`config.mk`:
```
export PLATFORM = sky130hd
export DESIGN_NAME = subbytes_arbiter_flat
export DESIGN_NICKNAME = d
export VERILOG_FILES = /design/src/rtl/subbytes_arb_pkg.sv /design/src/rtl/subbytes_arbiter_if.sv /design/src/rtl/subbytes_arb_rr.sv /design/src/rtl/subbytes_arbiter.sv /design/src/flat_wrapper.sv
export SDC_FILE = /design/constraint.sdc
export NUM_CORES = 1
export LEC_CHECK = 0
export BUFFER_PORTS_ARGS = -buffer_cell sky130_fd_sc_hd__buf_2
export CORE_ASPECT_RATIO = 1.4
export CORE_MARGIN = 5
export CORE_UTILIZATION = 30
export CTS_BUF_LIST = sky130_fd_sc_hd__clkbuf_8
export DETAILED_ROUTE_END_ITERATION = 6
export SLEW_MARGIN = 20
export SYNTH_ARGS = -nofsm -noshare
export SYNTH_HDL_FRONTEND = slang
export SYNTH_SLANG_ARGS = --single-unit
```
`constraint.sdc`:
```
create_clock -name clk -period 3.43 [get_ports clk]
set_input_delay 0.686 -clock clk [delete_from_list [all_inputs] [get_ports clk]]
set_output_delay 0.686 -clock clk [all_outputs]
set_load 0.005 [all_outputs]
```
`src/rtl/subbytes_arb_pkg.sv`:
```
// Shared types and constants for the SubBytes arbiter.
// Build option SUBBYTES_ARB_PIPE_EN is consumed by subbytes_arbiter.
package subbytes_arb_pkg;

   localparam int WORD_W      = 32;
   localparam int NWORDS_DFLT = 4;

   typedef enum logic [1:0] {
      IDLE   = 2'd0,
      ST_RUN = 2'd1,
      KS_RUN = 2'd2
   } state_t;

   typedef enum logic {
      GNT_ST = 1'b0,
      GNT_KS = 1'b1
   } grant_t;

endpackage

```
`src/rtl/subbytes_arbiter_if.sv`:
```
// Bus bundle between the requesters, the arbiter and the shared SubBytes unit.
// The slave side is the arbiter; the master side is the surrounding core.
import subbytes_arb_pkg::*;

interface subbytes_arbiter_if #(parameter int NWORDS = NWORDS_DFLT);

   logic                       st_req;
   logic [WORD_W*NWORDS-1:0]   st_data;
   logic                       st_ack;
   logic                       st_res_valid;
   logic [WORD_W*NWORDS-1:0]   st_res;
   logic                       ks_req;
   logic [WORD_W-1:0]          ks_data;
   logic                       ks_ack;
   logic                       ks_res_valid;
   logic [WORD_W-1:0]          ks_res;
   logic [WORD_W-1:0]          sb_x;
   logic [WORD_W-1:0]          sb_y;
   logic                       busy;

   modport slave (
      input  st_req, st_data, ks_req, ks_data, sb_y,
      output st_ack, st_res_valid, st_res, ks_ack, ks_res_valid, ks_res,
             sb_x, busy
   );

   modport master (
      output st_req, st_data, ks_req, ks_data, sb_y,
      input  st_ack, st_res_valid, st_res, ks_ack, ks_res_valid, ks_res,
             sb_x, busy
   );

endinterface

```
`src/rtl/subbytes_arb_rr.sv`:
```
// Two-way round-robin picker: on a tie, the requester not granted last wins.
// o_gnt is one-hot: bit 0 = state datapath, bit 1 = key expansion.
import subbytes_arb_pkg::*;

module subbytes_arb_rr (
   input  logic       i_req_st,
   input  logic       i_req_ks,
   input  grant_t     i_last,
   input  logic       i_en,
   output logic [1:0] o_gnt
);

   always_comb begin
      o_gnt = 2'b00;
      if (i_en) begin
         if (i_req_st && i_req_ks) begin
            o_gnt = (i_last == GNT_ST) ? 2'b10 : 2'b01;
         end else if (i_req_st) begin
            o_gnt = 2'b01;
         end else if (i_req_ks) begin
            o_gnt = 2'b10;
         end
      end
   end

endmodule

```
`src/rtl/subbytes_arbiter.sv`:
```
// Time-shares one 32-bit SubBytes unit between the round datapath and key expansion.
// Define SUBBYTES_ARB_PIPE_EN to register sb_y before capture (two cycles per word).
import subbytes_arb_pkg::*;

// state  | meaning
// IDLE   | arbitrating; sb_x = 0; acks and result-valid pulses appear here
// ST_RUN | feeding state words 0..NWORDS-1 through the S-boxes
// KS_RUN | feeding the single key-expansion word
module subbytes_arbiter #(
   parameter int NWORDS = NWORDS_DFLT
) (
   input  logic             clk,
   input  logic             rst_n,
   subbytes_arbiter_if.slave bus
);

   localparam int CW = (NWORDS > 1) ? $clog2(NWORDS) : 1;
   localparam int DW = WORD_W * NWORDS;

   state_t              r_state;
   state_t              w_state_nxt;
   grant_t              r_last;
   logic [CW-1:0]       r_cnt;
   logic [DW-1:0]       r_op;
   logic [DW-1:0]       r_st_res;
   logic [WORD_W-1:0]   r_ks_res;
   logic                r_st_vld;
   logic                r_ks_vld;

   logic [1:0]          w_gnt;
   logic                w_arb_en;
   logic                w_cap;
   logic                w_last_word;
   logic [WORD_W-1:0]   w_cap_y;
   logic [WORD_W-1:0]   w_sb_x;

`ifdef SUBBYTES_ARB_PIPE_EN
   // Phase 0 registers sb_y, phase 1 captures it; sb_x is held across both.
   logic [WORD_W-1:0]   r_sb_y;
   logic                r_ph;

   always_ff @(posedge clk) begin
      if (!rst_n) begin
         r_sb_y <= '0;
         r_ph   <= 1'b0;
      end else begin
         r_sb_y <= bus.sb_y;
         r_ph   <= (r_state == IDLE) ? 1'b0 : ~r_ph;
      end
   end

   assign w_cap   = r_ph;
   assign w_cap_y = r_sb_y;
`else
   assign w_cap   = 1'b1;
   assign w_cap_y = bus.sb_y;
`endif

   assign w_arb_en    = rst_n && (r_state == IDLE);
   assign w_last_word = (r_cnt == CW'(NWORDS - 1));

   subbytes_arb_rr u_rr (
      .i_req_st (bus.st_req),
      .i_req_ks (bus.ks_req),
      .i_last   (r_last),
      .i_en     (w_arb_en),
      .o_gnt    (w_gnt)
   );

   always_ff @(posedge clk) begin
      if (!rst_n) begin
         r_state <= IDLE;
      end else begin
         r_state <= w_state_nxt;
      end
   end

   always_comb begin
      w_state_nxt = r_state;
      w_sb_x      = '0;
      case (r_state)
         IDLE: begin
            if (w_gnt[1]) begin
               w_state_nxt = KS_RUN;
            end else if (w_gnt[0]) begin
               w_state_nxt = ST_RUN;
            end
         end
         ST_RUN: begin
            w_sb_x = r_op[int'(r_cnt)*WORD_W +: WORD_W];
            if (w_cap && w_last_word) begin
               w_state_nxt = IDLE;
            end
         end
         KS_RUN: begin
            w_sb_x = r_op[WORD_W-1:0];
            if (w_cap) begin
               w_state_nxt = IDLE;
            end
         end
         default: w_state_nxt = IDLE;
      endcase
   end

   always_ff @(posedge clk) begin
      if (!rst_n) begin
         r_last   <= GNT_ST;
         r_cnt    <= '0;
         r_op     <= '0;
         r_st_res <= '0;
         r_ks_res <= '0;
         r_st_vld <= 1'b0;
         r_ks_vld <= 1'b0;
      end else begin
         r_st_vld <= 1'b0;
         r_ks_vld <= 1'b0;
         if (w_gnt[0]) begin
            r_op   <= bus.st_data;
            r_cnt  <= '0;
            r_last <= GNT_ST;
         end else if (w_gnt[1]) begin
            r_op   <= DW'(bus.ks_data);
            r_cnt  <= '0;
            r_last <= GNT_KS;
         end
         // Counter parks on the last word; the next grant clears it.
         if (r_state == ST_RUN && w_cap) begin
            r_st_res[int'(r_cnt)*WORD_W +: WORD_W] <= w_cap_y;
            if (w_last_word) begin
               r_st_vld <= 1'b1;
            end else begin
               r_cnt <= r_cnt + 1'b1;
            end
         end
         if (r_state == KS_RUN && w_cap) begin
            r_ks_res <= w_cap_y;
            r_ks_vld <= 1'b1;
         end
      end
   end

   assign bus.st_ack       = w_gnt[0];
   assign bus.ks_ack       = w_gnt[1];
   assign bus.st_res_valid = r_st_vld;
   assign bus.ks_res_valid = r_ks_vld;
   assign bus.st_res       = r_st_res;
   assign bus.ks_res       = r_ks_res;
   assign bus.sb_x         = w_sb_x;
   assign bus.busy         = (r_state != IDLE);

endmodule

```
`src/flat_wrapper.sv`:
```
// flat-port wrapper written by rule: the top's interface ports become plain ports
module subbytes_arbiter_flat 
#(
   parameter int NWORDS = NWORDS_DFLT
)
  (clk, rst_n, bus_st_req, bus_st_data, bus_ks_req, bus_ks_data, bus_sb_y, bus_st_ack, bus_st_res_valid, bus_st_res, bus_ks_ack, bus_ks_res_valid, bus_ks_res, bus_sb_x, bus_busy);
  subbytes_arbiter_if #(.NWORDS(NWORDS)) bus_i ();
  input  logic clk;
  input  logic rst_n;
  input wire logic [$bits(bus_i.st_req)-1:0] bus_st_req;
  input wire logic [$bits(bus_i.st_data)-1:0] bus_st_data;
  input wire logic [$bits(bus_i.ks_req)-1:0] bus_ks_req;
  input wire logic [$bits(bus_i.ks_data)-1:0] bus_ks_data;
  input wire logic [$bits(bus_i.sb_y)-1:0] bus_sb_y;
  output wire logic [$bits(bus_i.st_ack)-1:0] bus_st_ack;
  output wire logic [$bits(bus_i.st_res_valid)-1:0] bus_st_res_valid;
  output wire logic [$bits(bus_i.st_res)-1:0] bus_st_res;
  output wire logic [$bits(bus_i.ks_ack)-1:0] bus_ks_ack;
  output wire logic [$bits(bus_i.ks_res_valid)-1:0] bus_ks_res_valid;
  output wire logic [$bits(bus_i.ks_res)-1:0] bus_ks_res;
  output wire logic [$bits(bus_i.sb_x)-1:0] bus_sb_x;
  output wire logic [$bits(bus_i.busy)-1:0] bus_busy;
  assign bus_i.st_req = bus_st_req;
  assign bus_i.st_data = bus_st_data;
  assign bus_i.ks_req = bus_ks_req;
  assign bus_i.ks_data = bus_ks_data;
  assign bus_i.sb_y = bus_sb_y;
  assign bus_st_ack = bus_i.st_ack;
  assign bus_st_res_valid = bus_i.st_res_valid;
  assign bus_st_res = bus_i.st_res;
  assign bus_ks_ack = bus_i.ks_ack;
  assign bus_ks_res_valid = bus_i.ks_res_valid;
  assign bus_ks_res = bus_i.ks_res;
  assign bus_sb_x = bus_i.sb_x;
  assign bus_busy = bus_i.busy;
  subbytes_arbiter #(.NWORDS(NWORDS)) u_core (.clk(clk), .rst_n(rst_n), .bus(bus_i));
endmodule
```
==> results of run 1 <==
==> layer usage <==
metal / GRT usage [%] / vias up
li1: - / 4917
met1: 20.80 / 4990
met2: 31.94 / 388
met3: 4.703 / 60
met4: 6.122 / 0
met5: 0 / -
==> final timing paths <==
kind / startpoint / to / slack (ns) / cells after the start
setup / recovery: u_core.r_state[1] / bus_sb_x[23] / 0.49 / 6
hold / removal: bus_st_data[120] / u_core.r_op[120] / 0.36 / 3
setup reg to reg: u_core.r_state[0] / u_core.r_op[16] / 1.18 / 8
hold reg to reg: u_core.bus.ks_res[0] / u_core.bus.ks_res[0] / 0.49 / 2
==> stage by stage <==
stage | total power, mW | std cells | util [%] | hold WS [ns] | instance area (um2)
3_5_place_dp | 4.622 | 1940 | 36.37 | 0.4782 | 13650
3_3_place_gp | 4.603 | 1940 | 36.37 | 0.4693 | 13650
2_1_floorplan | 4.249 | 1163 | - | 0.4600 | 11360
6_report | 7.705 | 2030 | 39.08 | 0.3641 | 14660
4_1_cts | 7.823 | 2027 | 39.06 | 0.3043 | 14650
5_1_grt | 8.073 | 2030 | 39.08 | 0.3271 | 14660
==> placed cells by master, fill, tap and decap left out, drive strengths merged, types with 2 or more instances in the layout <==
| master | n |
|---|---|
| o21ai | 34 |
| clkbuf | 63 |
| and4 | 2 |
| clkinv | 10 |
| nor2 | 290 |
| and2 | 3 |
| mux4 | 32 |
| mux2i | 32 |
| a21oi | 4 |
| inv | 20 |
| buf | 418 |
| clkinvlp | 2 |
| dfxtp | 295 |
| a22oi | 224 |
| nor2b | 2 |
| diode | 3 |
| nand2 | 6 |
| ha | 7 |
| nand3 | 2 |
| a22o | 32 |
| nor3 | 65 |
==> where the power goes <==
group | internal, mW | leakage [nW] | switching [mW]
clock network | 1.73 | 0.566 | 1.43
logic | 0.373 | 3.43 | 0.512
registers | 3.57 | 2.39 | 0.0857
==> sequential cells by signal (all words and copies together), names as in the netlist <==
signal	count
u_core.bus.st_res	128
u_core.r_op	128
u_core.bus.ks_res	32
u_core.r_cnt	2
u_core.r_state	2
u_core.bus.ks_res_valid	1
u_core.bus.st_res_valid	1
u_core.r_last	1
==> worst register-to-register path, cell delays in order (launching register included) <==
cell and delay, ns:
dfxtp_1 0.33, inv_1 0.09, ha_1 0.27, nand2_1 0.13
or3_1 0.40, clkinv_2 0.14, buf_4 0.46, nor3_1 0.13
nor3_1 0.22
==> cells by family (layout without fill, tap and decap cells) <==
group / Yosys count / after routing / share of synthesized area, %
and+or+nand+nor: 375 / 375 / 13.62
AOI/OAI and AO/OA: 299 / 299 / 19.34
DFF: 295 / 295 / 51.98
buffers and inverters: 123 / 514 / 5.121
muxes: 64 / 64 / 9.163
adders and majority gates: 7 / 7 / 0.7709
other: 0 / 3 / 0
==> cell type report <==
cell class,instances,share of cell area (%)
Antenna cell,3,0.05120
Clock buffer,63,5.914
Inverter,9,0.2902
Multi-Input combinational cell,745,33.32
Timing Repair Buffer,418,15.14
Sequential cell,295,40.30
Clock inverter,24,0.9558
Tap cell,473,4.037
==> qor.txt, run 1 <==
Max transition margin: 53.74%
H-tree levels: 2
cell leakage power: 6.385 nW
row count: 84
initial DRC count: 578
syn_area_per_cell: 9.769 um2
count of final setup violators: 0
crit-path max cell delay: 0.41 ns
ys async rst share: 0%
Vias: 10360
Buf/Inv on CP: 3
post-synth top area share: 51.98%
Fin. Hold Viols: 0
P per Cell Area: 525.5 mW/mm2
Routed WL: 39.83 mm
top cells by area, synth: dfxtp_1, a22oi_1, nor2_1, mux4_2, mux2i_1
IO Count: 393
met3 routed WL: 2.872 mm
antenna violations before repair: 3
hold crit path type: in2reg
Peak Freq: 340.3 MHz
Warnings, synthesis: 0
clk_skew: 0.01770 ns
Slowest-stage cell, CP: buf_4
global-route wire length before repair: 60.02 mm
Final Critical Period: 2.939 ns
critical path's top delay family: buffers and inverters
top cell type by total area after synthesis: dfxtp_1
most frequent cell after synthesis: dfxtp_1
PostCTS Resize Cnt: 0
Layout Area Growth over Synthesis: 29.05%
fillcell total: 3816
CP Data Arrival Time: 2.25 ns
multi-input logic area: 0.004885 mm2
Final period util: 85.68%
DIE AREA: 0.04192 mm2
RSZ-0062 raised after global routing: false
share of cells above drive strength 1: 34.56%
FF+latch area: 0.005908 mm2
Clock Sinks: 295
Post-synth top flop: dfxtp_1
Worst setup SP type: flip-flop
Final Max Tran Viols: 0
clock tree from TritonCTS: done
met2 wire len: 20.10 mm
synthesized cell area: 0.01136 mm2
metal1 wirelength: 15.87 mm
number of remaining DRC errors: 0
HPWL Detailed: 26.84 mm
Core Area: 0.03752 mm2
placer's final routability congestion estimate: 0.7977
via-per-instance ratio: 5.101
DRT antenna net count: 0
hold-fix buffers at CTS: 0
final setup margin: 0.4913 ns
Nets: 1721
uppermost layer routed: met4
die span in y: 240.3 um
number of synthesized flops with an enable pin: 0
CP required: 2.74 ns
Pre-antenna DRT Iters: 5
CP max FO: 32
outcome: completed
critical path cell sequence: inv_1, ha_1, and2_1, buf_4, a22o_1, buf_2
pre-CTS WS: 0.9404 ns
Worst Setup End Kind: output port
die width: 174.5 um
CTS Buf Count: 49
#FFs+latches synth: 295
worst-skew pair later-pin latency: 0.57 ns
sequential area share after synthesis: 51.98%
GRT Total Usage: 17.90%
critical path class: reg2out
postcts setup bufs: 0
Post-Syn Nets: 1366
total gr overflow: 0
Sum Neg Setup Slack: 0 ns
deepest clock path buffer count: 3
worst slew pin tran: 0.6938 ns
VDD IR max: 313.1 uV
Avg WL per Cell: 19.62 um
vias in the first global route: 10290
Mapped Cells: 1163
pin count of the biggest net entering global routing: 129
Port Buffers: 392
unique cell type count in the Yosys netlist: 36
clk slew on worst S/H paths: 0.06 ns
CTS Root Cell: clkbuf_8
top post-synthesis cells by count: dfxtp_1, nor2_1, a22oi_1
maxcap violations: 0
initial core utilization: 30.28%
Note: power is estimated with default switching activity, not from simulation.
==> run 2, diff against run 1 <==
- CAP_MARGIN: default -> 5
- PLACE_DENSITY: default -> 0.52
- clock period: 3.43 -> 2.9 ns (I/O delays scaled with it)
==> run 2 against run 1 <==
  * Routed wire length grew 1.8%
  * Flip-flop and latch count is the same
  * Global-route usage grew 0.32 points
  * Largest power group unchanged
  * Highest routed layer is now met5
==> qor.txt, run 2 (same netlist as run 1, synthesis figures left out) <==
Worst Setup End Kind: output port
sequential power share: 47.8% (+0.3 points)
placer's final routability congestion estimate: 0.7781 (-2.5%)
GRT Total Usage: 18.21% (+0.32 points)
hold crit path type: in2reg
H-tree levels: 2 (unchanged)
commonest non-fill, non-tap cell in the layout: buf_2
number of remaining DRC errors: 0 (unchanged)
total gr overflow: 0 (unchanged)
Nets: 1724 (+0.17%)
clk slew on worst S/H paths: 0.06 ns (about the same)
Final Max Tran Viols: 0 (unchanged)
initial DRC count: 629 (+8.8%)
clock network power share: 40.4% (-0.6 points)
VDD IR max: 372.0 uV (+19%)
maxcap violations: 0 (unchanged)
Core Area: 0.03752 mm2 (unchanged)
Routed WL: 40.53 mm (+1.8%)
uppermost layer routed: met5
IO Count: 393 (unchanged)
CP Data Arrival Time: 2.21 ns (-0.04 ns)
clk_skew: 0.02493 ns (+0.007231 ns)
postcts setup bufs: 0 (unchanged)
global-route wire length before repair: 60.48 mm (+0.76%)
Fin. Hold Viols: 0 (unchanged)
Peak Freq: 358.5 MHz
Layout Area Growth over Synthesis: 29.42%
met2 wire len: 20.64 mm (+2.7%)
Avg WL per Cell: 19.96 um (+1.7%)
Vias: 10350 (-0.077%)
CTS Root Cell: clkbuf_8
vias in the first global route: 10300 (+0.068%)
CP required: 2.32 ns (-0.42 ns)
worst reg2reg path depth: 7 (-1)
CTS Buf Count: 48 (-2.0%)
die width: 174.5 um (unchanged)
row count: 84 (unchanged)
Port Buffers: 392 (unchanged)
RSZ-0062 raised after global routing: false
outcome: completed
WHS: 0.2516 ns (-0.1125 ns)
most frequent cells in the layout: buf_2, dfxtp_1, nor2_1, a22oi_1, nor3_1
Int Pwr: 6.663 mW (+17%)
hold path depth: 3 (unchanged)
pin count of the biggest net entering global routing: 103 (-20%)
Combinational Power Share: 11.8% (+0.3 points)
Worst setup SP type: flip-flop
die span in y: 240.3 um (unchanged)
worst-skew pair later-pin latency: 0.58 ns (about the same)
Final period util: 96.19%
Final Critical Period: 2.789 ns
clock tree from TritonCTS: done
worst slew pin tran: 1.080 ns (+0.3860 ns)
metal1 wirelength: 15.76 mm (-0.69%)
Switching Share: 26.36% (about the same)
antenna violations before repair: 5 (+2)
via-per-instance ratio: 5.095 (-0.13%)
HPWL Detailed: 27.33 mm (+1.8%)
initial core utilization: 30.28% (unchanged)
hold-fix buffers at CTS: 0 (unchanged)
DP Cell Count: 1943 (+0.15%)
fillcell total: 3868 (+1.4%)
count of final setup violators: 0 (unchanged)
Sum Neg Setup Slack: 0 ns (unchanged)
P per Cell Area: 615.4 mW/mm2 (+17%)
deepest clock path buffer count: 3 (unchanged)
Finished Layout Cells: 2031 (+0.049%)
CP max FO: 32 (unchanged)
critical path class: reg2out
Switch Pwr: 2.385 mW (+17%)
DRT antenna net count: 0 (unchanged)
cell leakage power: 6.405 nW (+0.31%)
Max transition margin: 28.01% (-26 points)
met3 routed WL: 3.048 mm (+6.1%)
Pre-antenna DRT Iters: 5 (unchanged)
Clock Sinks: 295 (unchanged)
share of cells above drive strength 1: 34.19% (-0.37 points)
DIE AREA: 0.04192 mm2 (unchanged)
## run 2: power groups by stage
stage,Combinational [mW],Clock [mW],Sequential (mW)
3_3_place_gp,1.06,0,4.41
6_report,1.06,3.66,4.33
2_1_floorplan,0.632,0,4.39
3_5_place_dp,1.07,0,4.41
5_1_grt,1.17,3.97,4.35
4_1_cts,1.07,3.78,4.33
## run 2: final timing paths
kind,start,slack [ns],to
setup / recovery,u_core.r_state[0],0.11,bus_sb_x[24]
hold / removal,bus_st_data[50],0.25,u_core.r_op[50]
setup reg to reg,u_core.r_cnt[0],0.70,u_core.bus.st_res[106]
hold reg to reg,u_core.bus.ks_res[12],0.49,u_core.bus.ks_res[12]
## run 2: timing repair
action	4_1_cts	5_1_grt
endpoints found under the setup margin	7	22
resized for setup	2	3
gates cloned	0	1
## run 2: layer usage
| metal | up-vias | GRT usage (%) |
|---|---|---|
| met1 | 4963 | 20.71 |
| met3 | 70 | 5.175 |
| met2 | 400 | 32.96 |
| met5 | - | 0 |
| li1 | 4912 | - |
| met4 | 2 | 5.810 |
## run 2: layout make-up
type / instances / area [um2] / share of cell area (%)
multi-input combinational: 745 / 4887 / 33.24
inverter: 9 / 46.29 / 0.3149
timing repair buffer: 421 / 2287 / 15.56
clock buffer: 58 / 798.3 / 5.429
clock inverter: 27 / 171.4 / 1.166
antenna: 2 / 5.005 / 0.03404
sequential: 295 / 5911 / 40.20
tap: 473 / 591.8 / 4.025
timing repair inverter: 1 / 5.005 / 0.03404
## run 2: through the flow
stage                     worst slack (ns)  area [um2]  utilization (%)  power, mW
after floorplan                     0.6805       11360                -      5.025
after global placement              0.5205       13710            36.53      5.469
after detailed placement            0.5278       13710            36.53      5.481
after CTS                         0.004850       14680            39.13      9.178
after global routing              0.008349       14700            39.19      9.479
final                               0.1105       14700            39.19      9.048
## run 2: worst max-delay path, cell delays in order, from the launching register on
cell,delay (ns)
dfxtp_1,0.37
inv_1,0.08
ha_2,0.32
and2_1,0.14
buf_6,0.31
a22o_1,0.27
buf_2,0.14
==> run 3, diff against run 2 <==
- PLACE_DENSITY: 0.52 -> 0.62
==> run 3 against run 2 <==
  * Die area unchanged
  * Clock-buffer cell count rose by 4
  * Flip-flop and latch count is the same
  * Via count is 0.96% higher
  * Worst hold slack improved by 0.0048 ns
  * Global-route usage hardly changed
  * Routed wire length down 1.4%
  * Clock power increased by 6.6%
  * Non-clock buffer count decreased by 5
==> qor.txt, run 3 (same netlist as run 1, synthesis figures left out) <==
grt met2 use: 32.27% (-0.68 points)
antenna violations before repair: 9 (+4)
Switch Pwr: 2.415 mW (+1.3%)
initial core utilization: 30.28% (unchanged)
clk_skew: 0.008576 ns (-0.01636 ns)
Pre-antenna DRT Iters: 5 (unchanged)
crit-path max cell delay: 0.38 ns (about the same)
hold crit path type: in2reg
Switching Share: 26.02% (-0.34 points)
fillcell total: 3754 (-2.9%)
Routed WL: 39.98 mm (-1.4%)
HPWL Detailed: 27.35 mm (about the same)
DIE AREA: 0.04192 mm2 (unchanged)
outcome: completed
Global Route met1 Usage: 20.31% (-0.40 points)
Max transition margin: 55.11% (+27 points)
Buf/Inv on CP: 3 (unchanged)
Int Pwr: 6.868 mW (+3.1%)
CTS Root Cell: clkbuf_8
initial DRC count: 707 (+12%)
Final Total Pwr: 9.284 mW (+2.6%)
Avg WL per Cell: 19.70 um (-1.3%)
P per Cell Area: 629.9 mW/mm2 (+2.4%)
clk slew on worst S/H paths: 0.07 ns (about the same)
Final Critical Period: 2.778 ns (-0.01138 ns)
GR Util met3: 5.521% (+0.35 points)
CP required: 2.32 ns (about the same)
number of remaining DRC errors: 0 (unchanged)
hold-fix buffers at CTS: 0 (unchanged)
Worst Setup End Kind: output port
CP max FO: 32 (unchanged)
Core Area: 0.03752 mm2 (unchanged)
share of cells above drive strength 1: 34.49% (+0.30 points)
final setup margin: 0.1219 ns (+0.01138 ns)
most frequent cells in the layout: buf_2, dfxtp_1, nor2_1, a22oi_1
critical path's top delay family: buffers and inverters
H-tree levels: 2 (unchanged)
pre-CTS WS: 0.5967 ns (+0.06885 ns)
clock network power share: 42.0% (+1.6 points)
Worst setup SP type: flip-flop
count of final setup violators: 0 (unchanged)
Final Max Tran Viols: 0 (unchanged)
RSZ-0062 raised after global routing: true
Layout Area Growth over Synthesis: 29.74%
Port Buffers: 392 (unchanged)
critical path class: reg2out
deepest clock path buffer count: 3 (unchanged)
Nets: 1718 (-0.35%)
placer's final routability congestion estimate: 0.8253 (+6.1%)
vias in the first global route: 10570 (+2.6%)
commonest non-fill, non-tap cell in the layout: buf_2
Slowest-stage cell, CP: dfxtp_1
sequential power share: 46.7% (-1.1 points)
maxcap violations: 0 (unchanged)
GRT Total Usage: 18.22% (about the same)
VDD IR max: 331.3 uV (-11%)
die span in y: 240.3 um (unchanged)
worst-skew pair later-pin latency: 0.58 ns (about the same)
total gr overflow: 0 (unchanged)
Clock Sinks: 295 (unchanged)
row count: 84 (unchanged)
die width: 174.5 um (unchanged)
CTS Buf Count: 48 (unchanged)
cell leakage power: 6.395 nW (-0.15%)
Combinational Power Share: 11.3% (-0.5 points)
Design Area, Final: 0.01474 mm2 (+0.25%)
critical path cell sequence: inv_1, ha_2, and2_1, buf_6, a22o_1, buf_2
DRT antenna net count: 0 (unchanged)
placed inst area: 0.01367 mm2 (-0.28%)
worst slew pin tran: 0.6733 ns (-0.4065 ns)
CP Data Arrival Time: 2.20 ns (about the same)
pin count of the biggest net entering global routing: 115 (+12%)
Fin. Hold Viols: 0 (unchanged)
via-per-instance ratio: 5.148 (+1.1%)
global-route wire length before repair: 60.88 mm (+0.66%)
Peak Freq: 360.0 MHz (+0.41%)
IO Count: 393 (unchanged)
busiest grt layer: met2
Vias: 10450 (+0.96%)
clock tree from TritonCTS: done
Final period util: 95.80% (-0.39 points)
==> run 3: changes by cell type in the layout (fill, tap and decap cells not counted), sizes merged, moves of 2 or more <==
cell / before / now
buf: 421 / 416
clkbuf: 58 / 62
clkinv: 4 / 8
clkinvlp: 4 / 2
diode: 2 / 5
inv: 27 / 20
==> run 3: metrics by stage <==
stage / hold WS, ns / util (%) / cells / setup TNS (ns)
6_report: 0.2564 / 39.28 / 2029 / 0
5_1_grt: 0.2180 / 39.28 / 2028 / -0.008249
4_1_cts: 0.2035 / 39.23 / 2024 / 0
3_5_place_dp: 0.4762 / 36.43 / 1938 / 0
3_3_place_gp: 0.4703 / 36.43 / 1938 / 0
2_1_floorplan: 0.4600 / - / 1163 / 0
==> run 3: layer usage <==
metal | up-vias | routed length, um
met3 | 99 | 3121
met2 | 419 | 20370
met1 | 5022 | 15040
li1 | 4900 | -
met5 | - | 29
met4 | 6 | 1422
==> run 3: what timing repair did <==
action / in CTS / in global routing
endpoints found under the setup margin: 1 / 17
gates resized for setup: 1 / 3
buffers inserted: 0 / 0
==> run 3: worst min-delay path: cells and delay by family <==
kind	cells	cell delay [ns]
buffers and inverters	1	0.08
AND/OR/NAND/NOR	1	0.07
AO/OA/AOI/OAI	1	0.06
==> run 3: power by group through the flow <==
stage          Combinational (mW)  Clock, mW  Sequential (mW)
2_1_floorplan               0.632          0             4.39
3_3_place_gp                 1.04          0             4.41
3_5_place_dp                 1.05          0             4.42
4_1_cts                      1.06       4.03             4.33
5_1_grt                      1.16       4.23             4.35
6_report                     1.05       3.90             4.33
==> run 3: final cells by class <==
cell class,instances,area [um2],area share (%)
inverters,9,43.79,0.2971
flip-flops and latches,295,5911,40.10
clock inverters,24,193.9,1.316
repair buffers,416,2246,15.24
well taps,473,591.8,4.015
clock buffers,62,853.3,5.789
multi-input cells,745,4887,33.16
diodes,5,12.51,0.08489
==> run 3: path summary, 6_finish.rpt <==
| kind | depth (start not counted) | endpoint | from | slack, ns |
|---|---|---|---|---|
| worst max-delay path | 6 | bus_sb_x[12] | u_core.r_state[0] | 0.12 |
| worst max register to register | 7 | u_core.bus.st_res[116] | u_core.r_cnt[0] | 0.74 |
| worst min-delay path | 3 | u_core.r_op[113] | bus_st_data[113] | 0.26 |
| worst min register to register | 2 | u_core.bus.ks_res[14] | u_core.bus.ks_res[14] | 0.49 |
